`src/rtl/obi_axil_pkg.sv`:
```
// Shared types and constants for the OBI -> AXI4-Lite data bridge.
package obi_axil_pkg;

    localparam int OBI_ADDR_W             = 32;
    localparam int OBI_DATA_W             = 32;
    localparam int OBI_BE_W               = OBI_DATA_W / 8;
    localparam int TIMEOUT_CYCLES_DEFAULT = 64;

    // Bridge sequencing: one OBI access in flight at a time.
    typedef enum logic [2:0] {
        ST_IDLE  = 3'd0,
        ST_WRITE = 3'd1,  // AW and/or W still pending
        ST_WRESP = 3'd2,  // waiting for B
        ST_READ  = 3'd3,  // AR pending
        ST_RDATA = 3'd4   // waiting for R
    } state_e;

endpackage

```
`src/rtl/obi_axil_watchdog.sv`:
```
// Transaction watchdog: counts cycles while enabled and flags expiry on the
// TIMEOUT_CYCLES-th such cycle. Only instantiated when OBI_AXIL_TIMEOUT_EN is defined.
module obi_axil_watchdog
    import obi_axil_pkg::*;
#(
    parameter int TIMEOUT_CYCLES = TIMEOUT_CYCLES_DEFAULT
) (
    input  logic clk,
    input  logic rst_n,
    input  logic clear,
    input  logic enable,
    output logic expired
);

    localparam int              CNT_W = $clog2(TIMEOUT_CYCLES) + 1;
    localparam logic [CNT_W-1:0] LAST = CNT_W'(TIMEOUT_CYCLES - 1);

    logic [CNT_W-1:0] count_q;

    // Cycle counter: restarts at grant, advances while the bridge is busy.
    always_ff @(posedge clk or negedge rst_n) begin
        if (!rst_n) begin
            count_q <= '0;
        end else if (clear) begin
            count_q <= '0;
        end else if (enable && !expired) begin
            count_q <= count_q + CNT_W'(1);
        end
    end

    // Expiry is combinational so the abort lands on the last counted cycle.
    assign expired = enable && (count_q == LAST);

endmodule

```
`src/rtl/obi_axil_data_bridge.sv`:
```
// Single-outstanding bridge from the core's OBI data port to an AXI4-Lite slave.
// Optional watchdog abort is compiled in with `define OBI_AXIL_TIMEOUT_EN.
// dbg_state exposes the FSM state for observation.
module obi_axil_data_bridge
    import obi_axil_pkg::*;
#(
    parameter int TIMEOUT_CYCLES = TIMEOUT_CYCLES_DEFAULT
) (
    input  logic        clk,
    input  logic        rst_n,
    // OBI slave side (from the LSU)
    input  logic        obi_req,
    output logic        obi_gnt,
    input  logic [31:0] obi_addr,
    input  logic        obi_we,
    input  logic [3:0]  obi_be,
    input  logic [31:0] obi_wdata,
    output logic        obi_rvalid,
    output logic [31:0] obi_rdata,
    output logic        obi_err,
    // AXI4-Lite master side (to the RAM data port)
    output logic [31:0] m_awaddr,
    output logic        m_awvalid,
    input  logic        m_awready,
    output logic [31:0] m_wdata,
    output logic [3:0]  m_wstrb,
    output logic        m_wvalid,
    input  logic        m_wready,
    input  logic        m_bvalid,
    output logic        m_bready,
    output logic [31:0] m_araddr,
    output logic        m_arvalid,
    input  logic        m_arready,
    input  logic [31:0] m_rdata,
    input  logic        m_rvalid,
    output logic        m_rready,
    // Debug
    output logic [2:0]  dbg_state
);

    // Handshake rule on every channel: a transfer happens on a rising edge where
    // valid and ready are both high; a raised valid and its payload stay stable
    // until that edge, and valid never waits on ready.

    state_e                state_q, state_d;
    logic [OBI_ADDR_W-1:0] addr_q;
    logic [OBI_BE_W-1:0]   be_q;
    logic [OBI_DATA_W-1:0] wdata_q;
    logic                  aw_done_q, w_done_q;
    logic                  grant, aw_hs, w_hs, wr_both;
    logic                  wr_done, rd_done, abort, abort_rsp;

    assign grant     = (state_q == ST_IDLE) && obi_req;
    assign aw_hs     = m_awvalid && m_awready;
    assign w_hs      = m_wvalid && m_wready;
    assign wr_both   = (aw_done_q || aw_hs) && (w_done_q || w_hs);
    assign wr_done   = (state_q == ST_WRESP) && m_bvalid;
    assign rd_done   = (state_q == ST_RDATA) && m_rvalid;
    // A completing response wins over a simultaneous expiry.
    assign abort_rsp = abort && !wr_done && !rd_done;

`ifdef OBI_AXIL_TIMEOUT_EN
    obi_axil_watchdog #(
        .TIMEOUT_CYCLES (TIMEOUT_CYCLES)
    ) u_watchdog (
        .clk     (clk),
        .rst_n   (rst_n),
        .clear   (grant),
        .enable  (state_q != ST_IDLE),
        .expired (abort)
    );
`else
    // No watchdog: never abort. TIMEOUT_CYCLES is folded into a constant-false
    // term so the parameter stays referenced in this build.
    assign abort = (TIMEOUT_CYCLES < 0);
`endif

    // State register.
    always_ff @(posedge clk or negedge rst_n) begin
        if (!rst_n) state_q <= ST_IDLE;
        else        state_q <= state_d;
    end

    // Next-state logic.
    always_comb begin
        state_d = state_q;
        case (state_q)
            ST_IDLE:  if (obi_req) state_d = obi_we ? ST_WRITE : ST_READ;
            ST_WRITE: begin
                if (abort)        state_d = ST_IDLE;
                else if (wr_both) state_d = ST_WRESP;
            end
            ST_WRESP: if (m_bvalid || abort) state_d = ST_IDLE;
            ST_READ: begin
                if (abort)          state_d = ST_IDLE;
                else if (m_arready) state_d = ST_RDATA;
            end
            ST_RDATA: if (m_rvalid || abort) state_d = ST_IDLE;
            default:  state_d = ST_IDLE;
        endcase
    end

    // Output decode: valids from state and done flags; B/R also accepted in IDLE to drain strays.
    always_comb begin
        obi_gnt   = grant;
        m_awvalid = (state_q == ST_WRITE) && !aw_done_q;
        m_wvalid  = (state_q == ST_WRITE) && !w_done_q;
        m_arvalid = (state_q == ST_READ);
        m_bready  = (state_q == ST_IDLE) || (state_q == ST_WRESP);
        m_rready  = (state_q == ST_IDLE) || (state_q == ST_RDATA);
    end

    // Request capture at grant; held for the whole transaction.
    always_ff @(posedge clk or negedge rst_n) begin
        if (!rst_n) begin
            addr_q  <= '0;
            be_q    <= '0;
            wdata_q <= '0;
        end else if (grant) begin
            addr_q  <= obi_addr;
            be_q    <= obi_be;
            wdata_q <= obi_wdata;
        end
    end

    // Per-channel completion flags so AW and W can finish in either order.
    always_ff @(posedge clk or negedge rst_n) begin
        if (!rst_n) begin
            aw_done_q <= 1'b0;
            w_done_q  <= 1'b0;
        end else if (grant) begin
            aw_done_q <= 1'b0;
            w_done_q  <= 1'b0;
        end else begin
            if (aw_hs) aw_done_q <= 1'b1;
            if (w_hs)  w_done_q  <= 1'b1;
        end
    end

    // Registered OBI response: one-cycle pulse, data only for completed reads.
    always_ff @(posedge clk or negedge rst_n) begin
        if (!rst_n) begin
            obi_rvalid <= 1'b0;
            obi_rdata  <= '0;
            obi_err    <= 1'b0;
        end else begin
            obi_rvalid <= wr_done || rd_done || abort_rsp;
            obi_rdata  <= rd_done ? m_rdata : '0;
            obi_err    <= abort_rsp;
        end
    end

    assign m_awaddr  = addr_q;
    assign m_araddr  = addr_q;
    assign m_wdata   = wdata_q;
    assign m_wstrb   = be_q;
    assign dbg_state = state_q;

endmodule

```
`config.mk`:
```
export PLATFORM = sky130hd
export DESIGN_NAME = obi_axil_data_bridge
export DESIGN_NICKNAME = d
export VERILOG_FILES = /design/src/rtl/obi_axil_pkg.sv /design/src/rtl/obi_axil_watchdog.sv /design/src/rtl/obi_axil_data_bridge.sv
export SDC_FILE = /design/constraint.sdc
export NUM_CORES = 1
export LEC_CHECK = 0
export BUFFER_PORTS_ARGS = -buffer_cell sky130_fd_sc_hd__buf_4
export CELL_PAD_IN_SITES_DETAIL_PLACEMENT = 1
export CELL_PAD_IN_SITES_GLOBAL_PLACEMENT = 1
export CORE_MARGIN = 5
export CORE_UTILIZATION = 35
export DETAILED_ROUTE_END_ITERATION = 10
export HOLD_SLACK_MARGIN = 0.02
export PLACE_DENSITY = 0.91
export SLEW_MARGIN = 20
export SYNTH_ARGS = -nofsm -noshare
export SYNTH_HDL_FRONTEND = slang
export SYNTH_SLANG_ARGS = --single-unit
```
`constraint.sdc`:
```
create_clock -name clk -period 3.06 [get_ports clk]
set_input_delay 0.918 -clock clk [delete_from_list [all_inputs] [get_ports clk]]
set_output_delay 0.918 -clock clk [all_outputs]
set_load 0.02 [all_outputs]
```
==> qor.yml <==
die_area_um2: 14200
final_common_cell: "buf_4"
grt.overflow.total: 0
cts_tree: "done"
area_growth_pct: 48.3
placed_area_um2: 5900
required_ns: 2.14
cts-resized-gates: 0
startpoint_type: "register"
synth.distinct_cells: 23
coreArea_um2: 11500
drc_errors: 0
chipHeight_um: 119
ir_drop_uv: 441
antenna_found_initial: 0
grt_pass1_vias: 3459
initial_utilization: 0.361
use_met1: 0.175
drt_iter0_markers: 121
path_cells: "nor2b_1 -> nand2_1 -> inv_1 -> buf_4"
end_kind: "primary output"
synth.avg_cell_area_um2: 14.6
hold_class: "in2async"
grt_pass1_wl_um: 19200
path_max_fanout: 10
wl_um: 12200
drt_first_pass_iters: 4
slew_headroom: 0.403
clk_latency_ns: 0.34
fin_nets: 613
syn_area_um2: 4160
grt_max_degree: 70
syn-instance-count: 286
num_antenna_cells: 0
fin_crit_ns: 2.46
critical_path_class: "reg2out"
portBuffers: 250
p_leak_nw: 3.15
layout_common_cells: "252 x buf_4, 106 x dfrtp_1, 36 x mux2_2"
skew_ns: 0.00933
clk_pin_slew_ns: 0.07
clockBufferDepth: 2
busiest_layer: "met2"
rows: 39
grtUsageTotal: 0.172
drive_above_1_share: 0.597
worst_slew_pin_slew_ns: 0.895
period_share: 0.805
cts_htree_levels: 3
yosysSeqAreaShare: 0.637
yosys_warnings: 0
tns_ns: 0
synth-seq-cells: 106
numCtsBuffers: 9
rsz0062_at_grt: "false"
crit_arrival_ns: 1.55
via_count: 2993
clock_sinks: 106
grt_util_met3: 0.0678
hold_viol_final: 0
status: "completed"
crit_slowest_cell: "dfrtp_1"
fin_area_um2: 6170
nFillCells: 1205
met2_usage: 0.306
routed_wire_length_per_instance_um: 18.8
dp_hpwl_um: 9680
syn_nets: 395
cts_root_buf: "clkbuf_16"
setup_viol: 0
slew_viol_final: 0
drv_cap: 0
antenna_left: 0
hold_buffers: 0
postCtsSetupBuffers: 0
avgViaCountPerCell: 4.59
clock.fmax_ghz: 0.406
slowest_delay_ns: 0.59
gp_congestion: 0.724
power.density_nw_per_um2: 1060
io_pins: 252
fp.dieW_um: 119
-- through the flow --
step                hold slack (ns)  cells   util  setup WS (ns)  total power (W)
detailed placement            0.476    636  0.512          0.488          0.00557
CTS                           0.466    652  0.536          0.546          0.00667
global placement              0.471    636  0.512          0.562          0.00544
finish                        0.471    652  0.536          0.596          0.00655
global route                  0.484    652  0.536          0.510          0.00691
floorplan                     0.522    286      -          0.557          0.00429
-- flip-flops by register name (all words and copies together) (netlist names) --
register,cells
m_araddr,32
obi_rvalid,1
obi_rdata,32
dbg_state,3
aw_done_q,1
w_done_q,1
m_wdata,32
m_wstrb,4
-- power breakdown --
group          internal, W  total (W)  switching [W]
registers          0.00191    0.00230       0.000383
logic              0.00148    0.00319        0.00171
clock network     0.000575    0.00107       0.000491
total              0.00397    0.00655        0.00258
-- logic make-up (layout without fill, tap and decap cells) --
logic type             after synthesis  count (layout)  synth area share
AND/OR/NAND/NOR                     52              52            0.0746
other                                1               1          0.000901
buffers and inverters               47             270            0.0860
flip-flops                         106             106             0.637
AO/OA/AOI/OAI                       12              12            0.0171
multiplexers                        68              68             0.184
-- area by class of cell --
type / instances / area, µm² / share of cell area
tap: 143 / 179 / 0.0290
clock inverter: 4 / 26.3 / 0.00426
clock buffer: 12 / 246 / 0.0399
multi-input combinational: 133 / 1150 / 0.187
sequential: 106 / 2650 / 0.430
timing repair buffer: 253 / 1910 / 0.310
inverter: 1 / 3.75 / 0.000608
-- per-layer routing --
| layer | share of wire | up-vias |
|---|---|---|
| li1 | - | 1351 |
| met1 | 0.34 | 1445 |
| met2 | 0.52 | 171 |
| met3 | 0.11 | 26 |
| met4 | 0.035 | 0 |
| met5 | 0 | - |
-- worst paths after layout --
check                           slack (ns)                     start  cells after the start                       to
worst max-delay path                  0.60  dbg_state[1]$_DFFE_PN0P_                      4                m_arvalid
worst min-delay path                  0.47                     rst_n                      1   m_wdata[0]$_DFFE_PN0P_
worst max register to register        0.87  dbg_state[0]$_DFFE_PN0P_                      3   m_wdata[8]$_DFFE_PN0P_
worst min register to register        0.49    m_wstrb[3]$_DFFE_PN0P_                      1   m_wstrb[3]$_DFFE_PN0P_
max in group asynchronous             1.81                     rst_n                      2  m_araddr[9]$_DFFE_PN0P_
min in group clk                      0.49    m_wstrb[3]$_DFFE_PN0P_                      1   m_wstrb[3]$_DFFE_PN0P_
-- cell usage after synthesis (all sizes together) --
cell,number,area [µm²]
o21ai,2,10.0
mux2,68,766
inv,1,3.75
o21bai,1,7.51
a21o,1,7.51
nor4b,1,23.8
nor2b,2,12.5
a21oi,5,25.0
and2,32,200
buf,42,339
clkbuf,4,15.0
dfrtp,106,2650
o22ai,2,12.5
and3,1,6.26
conb,1,3.75
nor3,2,10.0
nand2,5,18.8
o221ai,1,8.76
nor2,7,26.3
nand2b,2,12.5
-- critical path: cells and delay by family, from the launching register on --
| kind | cells | cell delay [ns] |
|---|---|---|
| simple gates | 2 | 0.38 |
| buf+inv | 2 | 0.23 |
| flops | 1 | 0.59 |
(Power assumes the default switching activity.)
